===== config.mk =====
export PLATFORM = sky130hd
export DESIGN_NAME = arm_fetch_unit
export DESIGN_NICKNAME = d
export VERILOG_FILES = /design/src/rtl/arm_fetch_unit.sv
export SDC_FILE = /design/constraint.sdc
export NUM_CORES = 1
export LEC_CHECK = 0
export ABC_AREA = 0
export CORE_ASPECT_RATIO = 0.8
export CORE_MARGIN = 2
export CORE_UTILIZATION = 47
export DETAILED_ROUTE_END_ITERATION = 7
export GPL_TIMING_DRIVEN = 0
export PLACE_DENSITY = 0.76
export REMOVE_ABC_BUFFERS = 1
export SLEW_MARGIN = 15
export SYNTH_ARGS = -nofsm -noshare
export SYNTH_HDL_FRONTEND = slang
export SYNTH_SLANG_ARGS = --single-unit
export TNS_END_PERCENT = 10

===== constraint.sdc =====
create_clock -name clk -period 6.93 [get_ports clk]
set_input_delay 2.079 -clock clk [delete_from_list [all_inputs] [get_ports clk]]
set_output_delay 2.079 -clock clk [all_outputs]
set_load 0.01 [all_outputs]

===== src/rtl/arm_fetch_unit.sv =====
// -----------------------------------------------------------------------------
// arm_fetch_unit
//
// Instruction fetch stage feeding the arm core's decode stage.
//
// The unit owns the fetch PC and keeps at most one word request to instruction
// memory in flight. Returned words go into a 2-entry prefetch queue, and the
// queue head is presented to decode with a valid/ready handshake. A branch
// from execute redirects the fetch PC. It also discards everything queued and
// any response still in flight.
//
// Parameters
//   RESET_PC  fetch PC loaded on reset
//   DEPTH     prefetch queue entries; only 2 is supported
//
// Ports
//   clk            system clock, rising edge
//   reset          asynchronous, active-high reset
//   imem_req       one-cycle request pulse (memory always accepts)
//   imem_addr      request word address (fetch PC, low 2 bits always 0)
//   imem_rvalid    response valid, at least one cycle after imem_req
//   imem_rdata     response instruction word
//   branch_valid   redirect request from execute (highest priority)
//   branch_target  redirect address; low 2 bits ignored
//   id_ready       decode accepts the head entry this cycle
//   if_valid       head entry valid
//   if_instr       head instruction
//   if_pc          address of the head instruction
// -----------------------------------------------------------------------------
module arm_fetch_unit #(
  parameter logic [31:0] RESET_PC = 32'h0000_0000,
  parameter int          DEPTH    = 2
) (
  input  logic        clk,
  input  logic        reset,
  output logic        imem_req,
  output logic [31:0] imem_addr,
  input  logic        imem_rvalid,
  input  logic [31:0] imem_rdata,
  input  logic        branch_valid,
  input  logic [31:0] branch_target,
  input  logic        id_ready,
  output logic        if_valid,
  output logic [31:0] if_instr,
  output logic [31:0] if_pc
);

  // IDLE: nothing in flight. WAIT: response in flight and wanted.
  // DROP: response in flight but made stale by a branch.
  typedef enum logic [1:0] {
    IDLE = 2'd0,
    WAIT = 2'd1,
    DROP = 2'd2
  } state_e;

  localparam logic [2:0] DEPTH_W = 3'(DEPTH);

  state_e      state_q, state_d;
  logic [31:0] fetch_pc_q;
  logic [31:0] req_addr_q;     // address of the request currently in flight
  logic [31:0] q_instr [2];
  logic [31:0] q_pc    [2];
  logic        head_q;
  logic [1:0]  count_q;

  logic        push;
  logic        pop;
  logic        issue;
  logic        tail;
  logic [2:0]  occ_next;
  logic        unused_target_bits;

  assign unused_target_bits = ^branch_target[1:0];

  // A branch overrides everything: the in-flight response is not kept, and the
  // head is not consumed because the queue is being flushed anyway.
  assign push = (state_q == WAIT) && imem_rvalid && !branch_valid;
  assign pop  = if_valid && id_ready && !branch_valid;

  // Occupancy after this cycle's push/pop. A new request is only issued if that
  // occupancy still leaves a free slot, which reserves room for its response.
  assign occ_next = {1'b0, count_q} + {2'b00, push} - {2'b00, pop};

  // rvalid -> imem_req is combinational on purpose. A returning response can
  // immediately launch the next request, giving one fetch per cycle.
  assign issue = !reset && !branch_valid
              && ((state_q == IDLE) || ((state_q == WAIT) && imem_rvalid))
              && (occ_next < DEPTH_W);

  // With two entries, tail = head + count (mod 2). When the queue is full, the
  // tail is the slot being popped in the same cycle.
  assign tail = head_q ^ count_q[0];

  assign imem_req  = issue;
  assign imem_addr = fetch_pc_q;
  assign if_valid  = (count_q != 2'd0);
  assign if_instr  = q_instr[head_q];
  assign if_pc     = q_pc[head_q];

  always_comb begin
    // NOTE: state_d gets a default before any branch, so no path leaves it
    // unassigned and no latch is inferred.
    state_d = state_q;
    if (branch_valid) begin
      unique case (state_q)
        WAIT, DROP: state_d = imem_rvalid ? IDLE : DROP;
        default:    state_d = IDLE;
      endcase
    end else begin
      unique case (state_q)
        IDLE: state_d = issue ? WAIT : IDLE;
        WAIT: if (imem_rvalid) state_d = issue ? WAIT : IDLE;
        DROP: if (imem_rvalid) state_d = IDLE;
        default: state_d = IDLE;
      endcase
    end
  end

  always_ff @(posedge clk or posedge reset) begin
    // NOTE: non-blocking assignments make every register update from the
    // values present before the edge, whatever order the statements are in.
    if (reset) begin
      state_q    <= IDLE;
      fetch_pc_q <= RESET_PC;
      req_addr_q <= RESET_PC;
      head_q     <= 1'b0;
      count_q    <= 2'd0;
    end else begin
      state_q <= state_d;
      if (branch_valid) begin
        fetch_pc_q <= {branch_target[31:2], 2'b00};
        count_q    <= 2'd0;
      end else begin
        if (issue) begin
          fetch_pc_q <= fetch_pc_q + 32'd4;
          req_addr_q <= fetch_pc_q;
        end
        if (pop) head_q <= ~head_q;
        count_q <= occ_next[1:0];
      end
    end
  end

  always_ff @(posedge clk or posedge reset) begin
    // NOTE: the queue storage is reset, unlike a plain data RAM, because
    // if_instr/if_pc are read straight from it and must read 0 out of reset.
    if (reset) begin
      for (int i = 0; i < 2; i++) begin
        q_instr[i] <= '0;
        q_pc[i]    <= '0;
      end
    end else if (push) begin
      q_instr[tail] <= imem_rdata;
      q_pc[tail]    <= req_addr_q;
    end
  end

endmodule


==> results.sh, run 1 <==
export IMPL_grt_pass1_vias=6489
export IMPL_gp_congestion=0.742
export IMPL_r2r_setup_slack_ps=3090
export IMPL_first_pass_iters=5
export IMPL_syn_inst=717
export IMPL_p_per_area_nw_per_um2=407
export IMPL_hpwl_um=13000
export IMPL_initialDrtViolationCount=455
export IMPL_path_buf_inv=5
export IMPL_period_share_pct=98.2
export IMPL_cpPeakStageDelay_ps=520
export IMPL_max_slew_worst_pin_slew_ps=1030
export IMPL_wire_per_inst_um=18.7
export IMPL_clockBufferDepth=2
export IMPL_cp_data_required_time_ps=4850
export IMPL_dpl_instance_area_sq_um=10500
export IMPL_antenna_found_initial=0
export IMPL_clock_latency_ps=430
export IMPL_yosys_most_used_dff="dfrtp_1"
export IMPL_clk_pin_slew_ps=70
export IMPL_start_kind="input port"
export IMPL_synth_edf_count=0
export IMPL_arrival_ps=4730
export IMPL_grt_setup_unrepaired="false"
export IMPL_place_ws_ps=-1700
export IMPL_h_tree_depth=4
export IMPL_drv_cap=0
export IMPL_numPortBuffers=160
export IMPL_fin_area_sq_um=11300
export IMPL_die_width_um=155
export IMPL_cts_buffers=17
export IMPL_p_leak_uw=0.00507
export IMPL_cts_sinks=189
export IMPL_cts_tree="built"
export IMPL_setup_viol=0
export IMPL_rows=44
export IMPL_crit_path_end_kind="output port"
export IMPL_maxSlewViolCount=0
export IMPL_worst_slack_ps=124
export IMPL_ys_warn_count=0
export IMPL_gr_total_overflow=0
export IMPL_multi_input_area_sq_um=3670
export IMPL_wl_um=20900
export IMPL_fill_cells=1451
export IMPL_cpLargestDelayFamily="simple AND/OR/NAND/NOR gates"
export IMPL_grt_max_degree=66
export IMPL_ys_seq_area_share_pct=54.9
export IMPL_route_detailed_drc=0
export IMPL_cpMaxStageDelayCell="fa_1"
export IMPL_grt_pass1_wl_um=33900
export IMPL_utilization_pct=62.7
export IMPL_vias=6178
export IMPL_finalHoldViolations=0
export IMPL_synth_cell_types=45
export IMPL_start_util_pct=47.7
export IMPL_synth_seq_cells=189
export IMPL_fin_worst_skew_ps=16.3
export IMPL_outcome="completed"
export IMPL_seq_area_sq_um=4730
export IMPL_fp_coreArea_sq_um=18100
export IMPL_dieArea_sq_um=19400
export IMPL_io_pins=167
export IMPL_hp_class="flip-flop to flip-flop"
export IMPL_syn_to_final_growth_pct=31.6
export IMPL_drive_gt1_share_pct=28.4
export IMPL_grtUsageTotal_pct=22.2
export IMPL_drt_antenna_violating_nets=0
export IMPL_n_antenna_cell=0
export IMPL_path_cells="clkdlybuf4s50_1 > and3_4 > ha_1 > inv_1 > ha_1 > inv_1 > fa_1 > or3b_4 > or3_4 > clkinv_16 > buf_6"
export IMPL_setup_tns_ps=0
export IMPL_finalCriticalPeriod_ps=6810
export IMPL_peakVddDrop_mv=0.206
export IMPL_dp_cells=1074
export IMPL_fp_dieH_um=125
export IMPL_async_reset_ff_share_pct=100
export IMPL_critPathMaxFanout=13
export IMPL_root_buffer="clkbuf_16"
export IMPL_post_synth_cell_area_avg_sq_um=12.0
export IMPL_worstSetupPathType="input port to output port"
export IMPL_layout_nets=950
export IMPL_layoutNonFillerInstCount=1116
export IMPL_via_per_inst=5.54
export IMPL_relSlewSlack_pct=31.0
export IMPL_syn_cell_area_sq_um=8610
export IMPL_clock_fmax_mhz=147
[cells by family (layout without fill, tap and decap cells)]
kind of cell               Yosys count  in the layout  share of synthesized area, %
and+or+nand+nor                    205            206                          10.7
DFF                                189            189                          54.9
muxes                              186            186                          24.3
AOI/OAI and AO/OA                   70             70                          5.44
buffers and inverters               55            220                          3.05
adders and majority gates            7              7                          1.10
xor gates and xnor gates             4              4                         0.407
other                                1              4                        0.0436
[path summary, 6_finish.rpt]
kind | from | end | cells past startpoint
max reg2reg | count_q[1]$_DFF_PP0_ | imem_addr[31]$_DFFE_PP0P_ | 13
min reg2reg | req_addr_q[5]$_DFFE_PP0P_ | req_addr_q[5]$_DFFE_PP0P_ | 2
min | req_addr_q[5]$_DFFE_PP0P_ | req_addr_q[5]$_DFFE_PP0P_ | 2
min in group asynchronous | reset | imem_addr[3]$_DFFE_PP0P_ | 2
max | id_ready | imem_req | 11
max in group asynchronous | reset | req_addr_q[17]$_DFFE_PP0P_ | 3
[power by group]
group / switching [uW] / internal, uW / total (uW) / leakage (uW)
clock network: 436 / 594 / 1030 / 0.000294
logic: 654 / 1070 / 1720 / 0.00235
registers: 308 / 1550 / 1860 / 0.00242
[sequential cells by signal (all words and copies together) (netlist names)]
name	count
imem_addr	30
state_q	2
q_pc	60
req_addr_q	30
count_q	2
q_instr	64
head_q	1
[per-stage QoR]
step | hold WS (ps) | total power [uW]
floorplan | 457 | 2740
global placement | 482 | 3510
detailed placement | 483 | 3570
CTS | 500 | 4650
global route | 517 | 4870
finish | 499 | 4610
[layout by cell type (no fill, tap or decap), types with 2 or more instances in the layout]
cell / n
nand4_1: 7
buf_12: 4
nor4_1: 3
bufinv_16: 3
clkbuf_1: 2
a21oi_1: 8
bufbuf_16: 2
o21ai_0: 25
nor2b_1: 2
inv_6: 2
a22oi_1: 4
inv_1: 7
a21o_1: 2
or3_1: 3
xor2_1: 2
nand3_1: 25
clkbuf_8: 2
ha_1: 6
a31oi_1: 2
and4_1: 2
o311ai_0: 11
dfrtp_1: 188
buf_16: 4
a41oi_1: 2
a32oi_1: 2
and3_1: 8
clkinvlp_4: 3
nor2_1: 12
inv_8: 4
o211ai_1: 6
clkbuf_16: 17
nand2_1: 124
conb_1: 4
clkdlybuf4s50_1: 157
and2_1: 2
buf_4: 7
mux2_2: 186
xnor2_1: 2
a31o_2: 2
or4_1: 5
[worst reg2reg max path, stage by stage (launching register included)]
cell	delay [ps]
dfrtp_1	420
or2_2	330
and3_4	190
ha_1	280
inv_1	50
ha_1	130
inv_1	50
fa_1	520
or3b_4	380
or3_4	440
buf_4	190
buf_4	190
or4_1	530
nand3_1	90
[synth_stat cells (2+ instances only)]
master | n | area, sq um
nor4_1 | 3 | 18.8
nor2_1 | 14 | 52.6
nand3_1 | 26 | 130
nand4_1 | 7 | 43.8
xnor2_1 | 2 | 17.5
a22oi_1 | 4 | 30.0
buf_2 | 17 | 85.1
o21ai_0 | 25 | 125
or4_1 | 5 | 37.5
buf_6 | 2 | 22.5
ha_1 | 6 | 75.1
clkbuf_1 | 22 | 82.6
buf_4 | 4 | 30.0
nor3_1 | 2 | 10.0
nand2_1 | 124 | 465
nor2b_1 | 3 | 18.8
or3_1 | 4 | 25.0
and3_1 | 9 | 56.3
o311ai_0 | 11 | 96.3
a32oi_1 | 2 | 17.5
a31oi_1 | 2 | 12.5
inv_1 | 9 | 33.8
a41oi_1 | 2 | 17.5
xor2_1 | 2 | 17.5
o211ai_1 | 6 | 45.0
a21oi_1 | 8 | 40.0
a31o_2 | 2 | 17.5
dfrtp_1 | 189 | 4730
and2_1 | 2 | 12.5
and4_1 | 2 | 17.5
a21o_1 | 2 | 15.0
mux2_2 | 186 | 2090
[layer usage]
metal  routed length, um  global-route usage, %  vias up
met1                9560                   30.4     3095
met5                   0                      0        -
met2                9550                   34.9      210
li1                    -                      -     2842
met3                1430                   6.10       31
met4                 339                   6.42        0
[timing repair]
action | CTS | global route
gates resized for setup | 15 | 1
gates cloned | 4 | 1
pin swaps | 1 | 2
endpoints found under the setup margin | 1 | 1
hold buffers | 0 | 0
buffers inserted | 6 | 1
[layout make-up]
class,instances,area share [%]
clock inverter,10,1.36
sequential,189,41.8
multi-input combinational,477,32.4
timing repair buffer,177,16.9
tap,230,2.54
timing repair inverter,2,0.243
inverter,10,0.663
clock buffer,21,4.06
Note: power is estimated with default switching activity, not from simulation.
==> inputs of run 2 (changes only) <==
--- a/config.mk
+++ b/config.mk
@@ -7,7 +7,6 @@
 export LEC_CHECK = 0
 export ABC_AREA = 0
 export CORE_ASPECT_RATIO = 0.8
-export CORE_MARGIN = 2
 export CORE_UTILIZATION = 47
 export DETAILED_ROUTE_END_ITERATION = 7
 export GPL_TIMING_DRIVEN = 0
==> results.sh, run 2 (synthesis gave the netlist of run 1 again) <==
export IMPL_route_detailed_drc=0
export IMPL_met1_usage_pct=31.4
export IMPL_start_kind="input port"
export IMPL_via_per_inst=5.53
export IMPL_final_cell_mix="dfrtp_1 (188), mux2_2 (186), clkdlybuf4s50_1 (157)"
export IMPL_gp_congestion=0.753
export IMPL_maxSlewViolCount=0
export IMPL_fp_dieH_um=123
export IMPL_worstSetupPathType="input port to output port"
export IMPL_total_power_uw=4560
export IMPL_crit_path_end_kind="output port"
export IMPL_start_util_pct=48.8
export IMPL_first_pass_iters=5
export IMPL_h_tree_depth=4
export IMPL_r2r_end="imem_addr[16]$_DFFE_PP0P_"
export IMPL_die_width_um=153
export IMPL_cts_buffers=17
export IMPL_cp_data_required_time_ps=4850
export IMPL_endpoint="imem_req"
export IMPL_fp_coreArea_sq_um=17600
export IMPL_hold_buffers=0
export IMPL_grtUsageTotal_pct=23.2
export IMPL_period_share_pct=99.0
export IMPL_clockBufferDepth=2
export IMPL_wl_um=20700
export IMPL_clock_latency_ps=420
export IMPL_power_frac_seq_pct=40.4
export IMPL_largestRegisters="q_instr x64, q_pc x60"
export IMPL_grtUsageMet2_pct=36.3
export IMPL_rows=43
export IMPL_vias=6181
export IMPL_critPathMaxFanout=6
export IMPL_layout_nets=957
export IMPL_fin_worst_skew_ps=8.22
export IMPL_grt_pass1_wl_um=33700
export IMPL_initialDrtViolationCount=352
export IMPL_hp_class="flip-flop to flip-flop"
export IMPL_largest_reg_flops=64
export IMPL_r2r_setup_slack_ps=3080
export IMPL_comb_power_share_pct=38.6
export IMPL_crit_start="id_ready"
export IMPL_setup_viol=0
export IMPL_cts_tree="built"
export IMPL_syn_to_final_growth_pct=31.9
export IMPL_gr_total_overflow=0
export IMPL_grt_busiest_layer="met2"
export IMPL_drv_cap=0
export IMPL_grtUsageMet3_pct=6.69
export IMPL_p_leak_uw=0.00509
export IMPL_numPortBuffers=160
export IMPL_clock_fmax_mhz=146
export IMPL_hpwl_um=12600
export IMPL_max_slew_worst_pin_slew_ps=1050
export IMPL_io_pins=167
export IMPL_finalHoldViolations=0
export IMPL_peakVddDrop_mv=0.221
export IMPL_grt_pass1_vias=6400
export IMPL_relSlewSlack_pct=29.6
export IMPL_dieArea_sq_um=18900
export IMPL_p_clk_share_pct=21.0
export IMPL_r2r_start="state_q[1]$_DFFE_PP0P_"
export IMPL_worst_r2r_path_depth=16
export IMPL_dpl_instance_area_sq_um=10500
export IMPL_grt_max_degree=97
export IMPL_n_antenna_cell=0
export IMPL_cts_sinks=189
export IMPL_root_buffer="clkbuf_16"
export IMPL_arrival_ps=4780
export IMPL_antenna_found_initial=0
export IMPL_p_sw_share_pct=30.3
export IMPL_drt_antenna_violating_nets=0
export IMPL_top_register="q_instr"
export IMPL_outcome="completed"
export IMPL_whs_path_depth=1
export IMPL_clk_pin_slew_ps=60
export IMPL_layout_commonest_cell="dfrtp_1"
export IMPL_p_sw_uw=1380
export IMPL_finalCriticalPeriod_ps=6860
export IMPL_fin_area_sq_um=11400
export IMPL_drive_gt1_share_pct=29.3
export IMPL_wire_per_inst_um=18.6
export IMPL_p_per_area_nw_per_um2=401
export IMPL_p_int_uw=3180
==> run 2: what timing repair did <==
item,in CTS,in global routing
resized for setup,16,3
setup endpoints to repair,1,1
pin swaps,1,2
gates cloned,5,1
buffers inserted,7,6
==> run 2: metal layers <==
layer / wire (um) / vias up
met4: 290 / 0
met3: 1430 / 27
li1: - / 2877
met5: 0 / -
met1: 9630 / 3099
met2: 9400 / 178
==> run 2: power by group through the flow <==
stage / logic [uW] / registers [uW] / clock network [uW]
after detailed placement: 1710 / 1860 / 0
final: 1760 / 1840 / 956
after CTS: 1780 / 1840 / 973
after global placement: 1610 / 1900 / 0
after global routing: 1900 / 1910 / 1020
after floorplan: 933 / 1810 / 0
==> run 2: worst min-delay path by stage <==
stage	startpoint	to	slack (ps)
floorplan	req_addr_q[19]$_DFFE_PP0P_	req_addr_q[19]$_DFFE_PP0P_	460
global placement	req_addr_q[13]$_DFFE_PP0P_	req_addr_q[13]$_DFFE_PP0P_	480
detailed placement	req_addr_q[23]$_DFFE_PP0P_	req_addr_q[23]$_DFFE_PP0P_	480
CTS	req_addr_q[14]$_DFFE_PP0P_	req_addr_q[14]$_DFFE_PP0P_	500
global route	q_pc[16]$_DFFE_PP0P_	q_pc[16]$_DFFE_PP0P_	510
finish	q_pc[21]$_DFFE_PP0P_	q_pc[21]$_DFFE_PP0P_	500
==> run 2: stage by stage <==
stage	hold WS (ps)	TNS (ps)	worst slack (ps)	util, %	cells
3_5_place_dp	483	-1650	-1650	59.6	1069
4_1_cts	503	0	3.12	64.1	1111
5_1_grt	513	-12.2	-12.2	64.4	1117
6_report	500	0	67.7	64.4	1117
3_3_place_gp	481	-1069140	-4400	58.3	1060
2_1_floorplan	457	-55210	-291	-	675
==> run 2: cell type report <==
class	instances	area (sq um)
fillers	1358	6290
flip-flops and latches	189	4730
multi-input cells	477	3690
repair buffers	184	1990
clock buffers	20	447
well taps	225	282
clock inverters	10	116
inverters	10	75.1
repair inverters	2	27.5
==> run 2: worst max-delay path: stages <==
cell             delay, ps
clkdlybuf4s50_1        450
and3_4                 190
ha_4                   190
inv_1                   50
ha_2                   170
inv_2                   40
fa_1                   520
or3b_4                 390
or3_4                  500
clkinv_16               90
buf_6                   90
